===== src/rtl/fetch_queue.sv =====
// First-word-fall-through instruction queue between fetch and decode.
// Holds DEPTH {pc, instr} beats; flush drops everything queued or offered this cycle.
module fetch_queue #(
  parameter  int DATA_WIDTH = 64,
  parameter  int DEPTH      = 4,
  localparam int CNT_W      = $clog2(DEPTH + 1)
) (
  input  logic                  clk,
  input  logic                  rst_n,
  input  logic                  flush,
  input  logic                  valid_in,
  output logic                  ready_in,
  input  logic [DATA_WIDTH-1:0] data_in,
  output logic                  valid_out,
  input  logic                  ready_out,
  output logic [DATA_WIDTH-1:0] data_out,
  output logic [CNT_W-1:0]      count,
  output logic                  empty,
  output logic                  full
);

  localparam int PTR_W = $clog2(DEPTH);

  logic [DATA_WIDTH-1:0] mem_q [DEPTH];
  logic [PTR_W-1:0]      wp_q, wp_d;
  logic [PTR_W-1:0]      rp_q, rp_d;
  logic [CNT_W-1:0]      count_q, count_d;
  logic                  push, pop;

  // Status comes only from registered occupancy, so ready_in never sees ready_out.
  assign full      = (count_q == CNT_W'(DEPTH));
  assign empty     = (count_q == '0);
  assign ready_in  = !full;
  assign valid_out = !empty;
  assign data_out  = mem_q[rp_q];
  assign count     = count_q;

  assign push = valid_in && ready_in;
  assign pop  = valid_out && ready_out;

  always_comb begin
    wp_d    = wp_q;
    rp_d    = rp_q;
    count_d = count_q;
    if (flush) begin
      wp_d    = '0;
      rp_d    = '0;
      count_d = '0;
    end else begin
      if (push) wp_d = wp_q + 1'b1;
      if (pop)  rp_d = rp_q + 1'b1;
      case ({push, pop})
        2'b10:   count_d = count_q + 1'b1;
        2'b01:   count_d = count_q - 1'b1;
        default: count_d = count_q;
      endcase
    end
  end

  always_ff @(posedge clk or negedge rst_n) begin
    if (!rst_n) begin
      wp_q    <= '0;
      rp_q    <= '0;
      count_q <= '0;
      for (int i = 0; i < DEPTH; i++) mem_q[i] <= '0;
    end else begin
      wp_q    <= wp_d;
      rp_q    <= rp_d;
      count_q <= count_d;
      if (push && !flush) mem_q[wp_q] <= data_in;
    end
  end

endmodule


===== config.mk =====
export PLATFORM = sky130hd
export DESIGN_NAME = fetch_queue
export DESIGN_NICKNAME = d
export VERILOG_FILES = /design/src/rtl/fetch_queue.sv
export SDC_FILE = /design/constraint.sdc
export NUM_CORES = 1
export LEC_CHECK = 0
export BUFFER_PORTS_ARGS = -buffer_cell sky130_fd_sc_hd__clkbuf_2
export CELL_PAD_IN_SITES_DETAIL_PLACEMENT = 1
export CELL_PAD_IN_SITES_GLOBAL_PLACEMENT = 1
export CORE_MARGIN = 2
export CORE_UTILIZATION = 30
export DETAILED_ROUTE_END_ITERATION = 7
export PLACE_DENSITY = 0.58
export SYNTH_ARGS = -nofsm -noshare
export SYNTH_HDL_FRONTEND = slang
export SYNTH_SLANG_ARGS = --single-unit

===== constraint.sdc =====
create_clock -name clk -period 2.1 [get_ports clk]
set_input_delay 0.315 -clock clk [delete_from_list [all_inputs] [get_ports clk]]
set_output_delay 0.315 -clock clk [all_outputs]
set_load 0.02 [all_outputs]

# == Yosys cells after proc, flatten, opt, wreduce, memory -nomap -nowiden ==
# Cells that the tools add are included.
# totals
inputBits,69
elab_cells,42
output_inout_bits,71
regBits,263
# op_classes
order_cmp,3
mux,12
n_eq_ne,3
add_sub_neg,4
bitwise_logic,2
reduce_logical,11
# op_table
operator,count
bitwise mux 256 bit,1
2-to-1 mux 64 bit,3
binary-select mux 64 bit (select 2 bit),1
demux 64 bit (select 2 bit),1
2-to-1 mux 2 bit,4
greater-or-equal comparator 3 bit (second input constant),2
NOT 2 -> 3 bit,2
one-hot mux 3 bit (2 select lines),1
adder 2 x 1 -> 2 bit (second input constant),2
logical AND 1 bit,4
nonzero test 2 bit,2
adder 3 x 1 -> 3 bit (second input constant),1
== test 3 bit (second input constant),1
zero test 1 bit,3
zero test 3 bit,1
< comparator 3 x 1 -> 1 bit (second input constant),1
2-to-1 mux 3 bit,1
nonzero test 3 bit,1
subtractor 3 x 1 -> 3 bit (second input constant),1
== test 2 x 1 -> 1 bit (second input constant),1
== test 2 bit (second input constant),1

# == Depth between registers and ports, before layout ==
# Gate-level depths: netlist of the first run.
# logic_depth
word_depth,6
depth_mapped,7
ltp_nobuf,6

# == Worst setup path before layout of the first run ==
# No wires, ideal clock.
# synth_timing
path_kind,register to register
start,reg count_q[2] (netlist: count[2])
end,reg count_q[2] (netlist: count[2])
n_path_buf,1
arrival_time_ns,2.122
path_slack_ns,-0.104
setup_time_ns,0.082
required_ns,2.018
synth_period_minus_slack_ns,2.204
path_stages_with_launch,8
path_cell_list,dfrtp_1 clkbuf_1 o31ai_1 nor2_1 fa_1 nand2b_1 or4_1 a31oi_1
# synth_via
elab_chain_cells,6
word_cells_on_any_way,13
cone_classes,add/sub: 2; eq/ne: 3; mux: 2; reduce/logical: 6
# synth_rtl
item,line_no,text
from (decl),27,"logic [CNT_W-1:0] count_q, count_d;"
from (signal assigned),69,count_q <= count_d;
== test 3 bit or zero test 3 bit (tied branches),"31, 32",
zero test 1 bit (on tied branches),"33, 34",
logical AND 1 bit (on tied branches),"38, 39",
== test 2 x 1 -> 1 bit or == test 2 bit (tied branches),52,"case ({push, pop})"
one-hot mux 3 bit (2 select lines),52,
2-to-1 mux 3 bit,45,if (flush) begin
# Parallel ways exist; a longest one is shown, timed or not.
# A chain may end at the register's enable or synchronous reset.

# == Final worst setup path of the first run ==
# layout_timing
start,reg rp_q[0]
end,out data_out[3]
# layout_via
elab_chain_cells,4
# layout_rtl
item,line_no,text
from (decl),26,"logic [PTR_W-1:0] rp_q, rp_d;"
from (signal assigned),68,rp_q <= rp_d;
NOT 2 -> 3 bit (not written as such),35,assign data_out = mem_q[rp_q];
binary-select mux 64 bit (select 2 bit),35,
2-to-1 mux 64 bit (not written as such) (2 in series),35,
to (decl),16,"output logic [DATA_WIDTH-1:0] data_out,"
# No other way between the ends. The select of a mux whose other input is x is not followed.

==> summary.md, run 1 <==
| Metric | Value |
|---|---|
| Vias in the first global route | `7425` |
| Met1 wire length | `12500 um` |
| Die Ht | `201.9 um` |
| Die W | `201.9 um` |
| Initial Util | `30.40%` |
| Crit start category | `register` |
| R2r startpoint | `count[2]` |
| Synth-to-Final Area Change | `25.70%` |
| Arr. time, crit path | `2050 ps` |
| Post-Route Skew | `9.215 ps` |
| Crit-path max FO | `8` |
| Syn_nets | `756` |
| Hold Startpoint | `data_in[7]` |
| ANT nets after route | `0` |
| Seq pwr share | `41.0%` |
| I/O Buffers | `139` |
| GRT Residual Overflow | `0` |
| XOR/XNOR share of the synthesized area | `0.2236%` |
| Power Dens Cells | `1216 nW/um^2` |
| Post-Synth Adder-Cell Area | `0.5964%` |
| Synthesized flop and latch total | `263` |
| Post-synth EDFFs | `0` |
| Mapped Cells | `682` |
| Distinct cell type count after synthesis | `36` |
| Status | `finished, violations left` |
| Post-DP HPWL | `16080 um` |
| TritonCTS buffer count | `31` |
| Final Max Tran Viols | `0` |
| CTS root buf | `clkbuf_16` |
| Synth top cells by count | `263 x dfrtp_1, 227 x mux2_2, 64 x mux4_2` |
| CP peak stage delay | `560 ps` |
| DRT Pass-1 Iters | `4` |
| Data required, critical path | `1780 ps` |
| Layout cells sized above 1 | `61.00%` |
| Sw Pwr | `5.111 mW` |
| P_int | `12.85 mW` |
| WL met2 | `13540 um` |
| CTS clock-pin slew for the worst setup and hold paths | `60 ps` |
| Worst-skew pair later-pin latency | `550 ps` |
| Non-Filler Instances | `1395` |
| Leakage | `6.569 nW` |
| Worst relative slew slack | `48.82%` |
| Seq/Total Area, Yosys | `56.02%` |
| CP Cell Sequence | `buf_12, buf_16, mux4_2, buf_6` |
| Place WS | `-0.5427 ps` |
| FILL cells | `3901` |
| Top-area cell type share of the netlist area | `56.02%` |
| Clk pwr share | `27.7%` |
| Main combinational cell family by area after synthesis | `multiplexers` |
| Yosys warning total | `0` |
| Iter 0 DRT Violations | `199` |
| Global-route wire length before repair | `44010 um` |
| Detailed-route wire length | `27660 um` |
| TritonCTS clock tree | `built` |
| Main area contributors after synthesis | `dfrtp_1 56%, mux2_2 22%, mux4_2 12%, mux2_1 2.8%, buf_8 2.3%` |
| Count leader, synth | `dfrtp_1` |
| RSZ-0062 raised after global routing | `yes` |
| Inst Count DP | `1319` |
| Core area | `38650 um^2` |
| DIE AREA | `40760 um^2` |
| CP max stage cell | `mux4_2` |
| Switching share of total power | `28.46%` |
| Max Buffers Root-to-Sink | `3` |
| DRC errors left | `0` |
| Minimum clock period | `2367 ps` |
| FP Rows | `72` |
| Failing checks | `negative setup slack` |
| Power Total | `17.96 mW` |
| Least-Margin Pin Slew | `766.2 ps` |
| Top_reg_cell synth | `dfrtp_1` |
| Crit path launch | `rp_q[0]` |
| Total number of vias | `6638` |
| Setup TNS | `-13930 ps` |
| Hold Path Class | `primary input to register` |
| Top routing layer used | `met4` |
| Critical setup path kind | `register to primary output` |
| Peak VDD IR | `0.0005595 V` |
| Setup ws final | `-267.0 ps` |
| Layout net count | `932` |
| Final period util | `112.7%` |
| Largest net degree at the start of global routing | `61` |
| Post-synthesis compound-gate area fraction | `0.9159%` |
| Final setup fails | `64` |
| Met3 wire length | `1071 um` |
| Initial antenna violation count | `0` |
| Avg WL per Cell | `19.83 um` |
| Fmax | `422.5 MHz` |
| Crit. End Element | `primary output` |
| Clock sink count | `263` |
| Syn Area/Cell | `17.23 um^2` |
| # Max-Cap Violations | `0` |
| Post-Synth Simple-Gate Area | `1.512%` |
| Multiplexer area fraction after synthesis | `36.81%` |
| Synthesized area | `11750 um^2` |
| Synth area leader | `dfrtp_1` |
| Via density | `4.758` |
| RePlAce Congestion | `0.6880` |
| ANT cells | `0` |
| Final Hold Fails | `0` |
| FFs w/ async S/R, synth | `100.0%` |
| Ports | `140` |
| Logic pwr share | `31.3%` |
| Gr usage total | `13.84%` |
| H-tree levels | `1` |
## worst max-delay path, delay by kind of cell (launching register included)
| family | cells | cell delay (ps) |
|---|---|---|
| buffers and inverters | 3 | 480 |
| flip-flops | 1 | 460 |
| multiplexers | 1 | 560 |
## kinds of logic (layout without fill, tap and decap cells)
family	after synthesis	count (layout)
muxes	320	320
AOI/OAI and AO/OA	16	16
and+or+nand+nor	24	24
adders and majority gates	5	5
buffers and inverters	51	246
xor gates and xnor gates	3	3
DFF	263	263
## per-stage QoR
stage          utilization [%]  hold slack [ps]  instance area (um^2)
6_report                 38.21            24.63                 14770
5_1_grt                  38.21            18.02                 14770
4_1_cts                  37.52           0.1253                 14500
3_5_place_dp             33.84            317.5                 13080
3_3_place_gp             33.84            325.3                 13080
2_1_floorplan                -            19.41                 11770
## worst paths after layout
| path | endpoint | slack (ps) | cells after the start |
|---|---|---|---|
| worst max-delay path | data_out[3] | -270 | 4 |
| max in group asynchronous | mem_q[92] | 1060 | 3 |
| worst max register to register | count[2] | 40 | 7 |
| min in group asynchronous | mem_q[53] | 310 | 2 |
| worst min-delay path | mem_q[7] | 20 | 2 |
| worst min register to register | mem_q[7] | 490 | 1 |
## cell type report
cell class	instances	area, um^2	area share, %
Timing Repair Buffer	189	1829	12.39
Multi-Input combinational cell	368	4745	32.13
Inverter	5	18.77	0.1271
Clock buffer	45	898.4	6.083
Sequential cell	263	6590	44.62
Clock inverter	7	38.79	0.2626
Tap cell	518	648.1	4.389
## power by group through the flow
stage / registers (mW) / logic (mW) / clock network, mW
2_1_floorplan: 7.18 / 3.51 / 0
3_3_place_gp: 7.41 / 4.61 / 0
3_5_place_dp: 7.46 / 4.72 / 0
4_1_cts: 7.37 / 5.27 / 5.16
5_1_grt: 7.59 / 6.04 / 5.37
6_report: 7.37 / 5.62 / 4.97
## layer usage
layer | vias up | GRT usage [%]
li1 | 2909 | -
met1 | 3575 | 18.84
met2 | 115 | 22.95
met3 | 39 | 2.628
met4 | 0 | 3.125
met5 | - | 0
## cell usage in the layout (no fill, tap or decap), types with 7 or more instances in the layout
cell type,count
buf_12,16
buf_16,9
buf_4,16
buf_6,35
buf_8,12
clkbuf_1,7
clkbuf_16,32
clkbuf_2,88
clkbuf_8,8
dfrtp_1,260
mux2_1,29
mux2_2,227
mux4_2,64
## sequential cells by signal (all words and copies together), names as in the netlist
register  flops
wp_q          2
count         3
mem_q       256
rp_q          2
## repair_timing
item / in CTS / in global routing
setup endpoints to repair: 68 / 68
endpoints found under the hold margin: 59 / 0
gates resized for setup: 38 / 123
pin swaps: 3 / 2
setup buffers: 9 / 1
gates cloned: 7 / 1
hold buffers: 6 / 0
No activity file was read; power rests on OpenSTA's default activity.
==> inputs of run 2 (changes only) <==
CORE_UTILIZATION = 45   (was 30)
PLACE_DENSITY = 0.79   (was 0.58)
==> run 2 against run 1 <==
  * The flow still finishes with violations (negative setup slack)
  * Clock-buffer cell count is 5 lower
  * First-iteration DRC count is 22% higher
  * Flip-flop and latch count stayed put
  * Setup slack better by 28 ps
  * Sequential power is 0.9% higher
  * Global-route usage is 5.9 points higher
  * Final area is 3.1% lower
  * Non-clock buffer count is 8 lower
  * Critical path depth stayed put
  * Combinational power is 4.8% lower
  * Power hardly changed
  * Highest routed layer unchanged
==> summary.md, run 2 (synthesis results as in run 1) <==
| Metric | Value |
|---|---|
| Status | `finished, violations left (unchanged)` |
| Failing checks | `negative setup slack (unchanged)` |
| Via density | `5.466 (was 4.758)` |
| CTS root buf | `clkbuf_16 (unchanged)` |
| R2r startpoint | `count[0] (was count[2])` |
| Initial antenna violation count | `0 (unchanged)` |
| Largest net degree at the start of global routing | `71 (was 61)` |
| Multi-input gate area | `4736 um^2 (was 4745 um^2)` |
| Dpl cell area | `12840 um^2 (was 13080 um^2)` |
| Non-Filler Instances | `1205 (was 1395)` |
| DRT Pass-1 Iters | `6 (was 4)` |
| Leakage | `6.488 nW (was 6.569 nW)` |
| Die W | `165.6 um (was 201.9 um)` |
| Crit-path leading delay family | `flip-flops (was multiplexers)` |
| Critical path depth in cells | `4 (unchanged)` |
| Clock sink count | `263 (unchanged)` |
| R2R setup slack | `100 ps (was 40 ps)` |
| RePlAce Congestion | `0.7409 (was 0.6880)` |
| FP Rows | `59 (was 72)` |
| Core Util, Final | `55.41% (was 38.21%)` |
| Worst path buffer plus inverter count | `3 (unchanged)` |
| CP max stage cell | `dfrtp_4 (was mux4_2)` |
| Detailed-route wire length | `26560 um (was 27660 um)` |
| Most frequent cells in the layout | `258 x dfrtp_1, 227 x mux2_2, 78 x clkbuf_2 (was 260 x dfrtp_1, 227 x mux2_2, 88 x clkbuf_2)` |
| TritonCTS buffer count | `29 (was 31)` |
| ANT cells | `0 (unchanged)` |
| Final Max Tran Viols | `0 (unchanged)` |
| Most flop-heavy register | `mem_q (unchanged)` |
| Ports | `140 (unchanged)` |
| Global-route wire length before repair | `41410 um (was 44010 um)` |
| Inst Count DP | `1139 (was 1319)` |
| Setup TNS | `-12630 ps (was -13930 ps)` |
| Least-Margin Pin Slew | `716.9 ps (was 766.2 ps)` |
| Layout net count | `922 (was 932)` |
| ANT nets after route | `0 (unchanged)` |
| Power Total | `17.95 mW (was 17.96 mW)` |
| Worst relative slew slack | `52.11% (was 48.82%)` |
| CP Cell Sequence | `buf_12, clkbuf_16, mux4_2, buf_6 (was buf_12, buf_16, mux4_2, buf_6)` |
| CP peak stage delay | `510 ps (was 560 ps)` |
| DRC errors left | `0 (unchanged)` |
| Crit-path max FO | `4 (was 8)` |
| Iter 0 DRT Violations | `243 (was 199)` |
| Post-DP HPWL | `15980 um (was 16080 um)` |
| Core area | `25840 um^2 (was 38650 um^2)` |
| Crit. End Element | `primary output (unchanged)` |
| Crit path launch | `rp_q[0] (unchanged)` |
| Post-Layout Inst Area | `14320 um^2 (was 14770 um^2)` |
| Synth-to-Final Area Change | `21.85% (was 25.70%)` |
| # Max-Cap Violations | `0 (unchanged)` |
| Die Ht | `165.6 um (was 201.9 um)` |
| Initial Util | `45.47% (was 30.40%)` |
| Layout cells sized above 1 | `61.61% (was 61.00%)` |
| Gr usage total | `19.71% (was 13.84%)` |
| GRT Residual Overflow | `0 (unchanged)` |
| Setup ws final | `-239.1 ps (was -267.0 ps)` |
| RSZ-0062 raised after global routing | `yes (unchanged)` |
| Vias in the first global route | `7441 (was 7425)` |
| H-tree levels | `1 (unchanged)` |
| Worst-skew pair later-pin latency | `540 ps (was 550 ps)` |
| I/O Buffers | `139 (unchanged)` |
| Worst setup path endpoint | `data_out[25] (was data_out[3])` |
| Avg WL per Cell | `22.04 um (was 19.83 um)` |
| CTS clock-pin slew for the worst setup and hold paths | `60 ps (about the same)` |
| TritonCTS clock tree | `built (unchanged)` |
| FILL cells | `2390 (was 3901)` |
| Total number of vias | `6586 (was 6638)` |
| R2R Path End | `count[2] (unchanged)` |
| R2R depth | `7 (unchanged)` |
| Final period util | `111.4% (was 112.7%)` |
| Minimum clock period | `2339 ps (was 2367 ps)` |
| Arr. time, crit path | `2020 ps (was 2050 ps)` |
| Final Hold Fails | `0 (unchanged)` |
| Crit start category | `register (unchanged)` |
| Hold Path Class | `primary input to register (unchanged)` |
| Most common cell after layout, fill and taps aside | `dfrtp_1 (unchanged)` |
| Number of flip-flops in the largest register | `256 (unchanged)` |
| DIE AREA | `27420 um^2 (was 40760 um^2)` |
| Final setup fails | `64 (unchanged)` |
| Post-Route Skew | `16.34 ps (was 9.215 ps)` |
| Fmax | `427.5 MHz (was 422.5 MHz)` |
| Critical setup path kind | `register to primary output (unchanged)` |
| Power Dens Cells | `1253 nW/um^2 (was 1216 nW/um^2)` |
| Peak VDD IR | `0.0008257 V (was 0.0005595 V)` |
| Data required, critical path | `1780 ps (about the same)` |
| Max Buffers Root-to-Sink | `3 (unchanged)` |
| Register area | `6590 um^2 (unchanged)` |
## run 2: cell types whose count changed in the layout (fill, tap and decap cells not counted), sizes merged
| cell | before | now |
|---|---|---|
| clkinv | 7 | 9 |
| dlygate4sd3 | 6 | 1 |
| bufinv | 0 | 3 |
| buf | 92 | 100 |
| clkinvlp | 0 | 1 |
| clkbuf | 136 | 120 |
## run 2: cell type report
| class | instances | area share (%) |
|---|---|---|
| well taps | 335 | 2.928 |
| multi-input cells | 368 | 33.08 |
| clock inverters | 13 | 0.9963 |
| repair buffers | 181 | 10.99 |
| flip-flops and latches | 263 | 46.03 |
| clock buffers | 40 | 5.847 |
| inverters | 5 | 0.1311 |
## run 2: where the power goes
group / internal, mW / switching, mW / total [mW]
registers: 6.64 / 0.805 / 7.44
clock network: 3.14 / 2.02 / 5.15
logic: 3.06 / 2.29 / 5.35
total: 12.8 / 5.11 / 17.9
## run 2: worst min-delay path by stage
stage / startpoint / end / slack (ps) / cells after the start
after floorplan: rst_n / count[0] / 20 / 0
after global placement: rst_n / mem_q[174] / 320 / 1
after detailed placement: rst_n / mem_q[239] / 320 / 1
after CTS: data_in[6] / mem_q[198] / 20 / 2
after global routing: data_in[52] / mem_q[244] / 40 / 2
final: data_in[6] / mem_q[198] / 40 / 2
## run 2: through the flow
stage | hold WS, ps | setup slack [ps]
floorplan | 19.41 | 10.29
finish | 37.84 | -239.1
global route | 39.73 | -298.6
global placement | 319.8 | 114.8
detailed placement | 322.6 | 38.68
CTS | 21.76 | -279.4
## run 2: timing repair
action,CTS,global route
hold buffers,1,0
endpoints found under the hold margin,61,0
gates cloned,4,1
pin swaps,1,2
endpoints found under the setup margin,67,68
gates resized for setup,20,125
setup buffers,5,3
## run 2: per-layer routing
metal	track usage, %	share of wire (%)	vias up
met2	34.53	51	134
met5	0	0	-
li1	-	-	2894
met3	3.247	4.0	41
met1	25.49	42	3517
met4	5.290	2.3	0
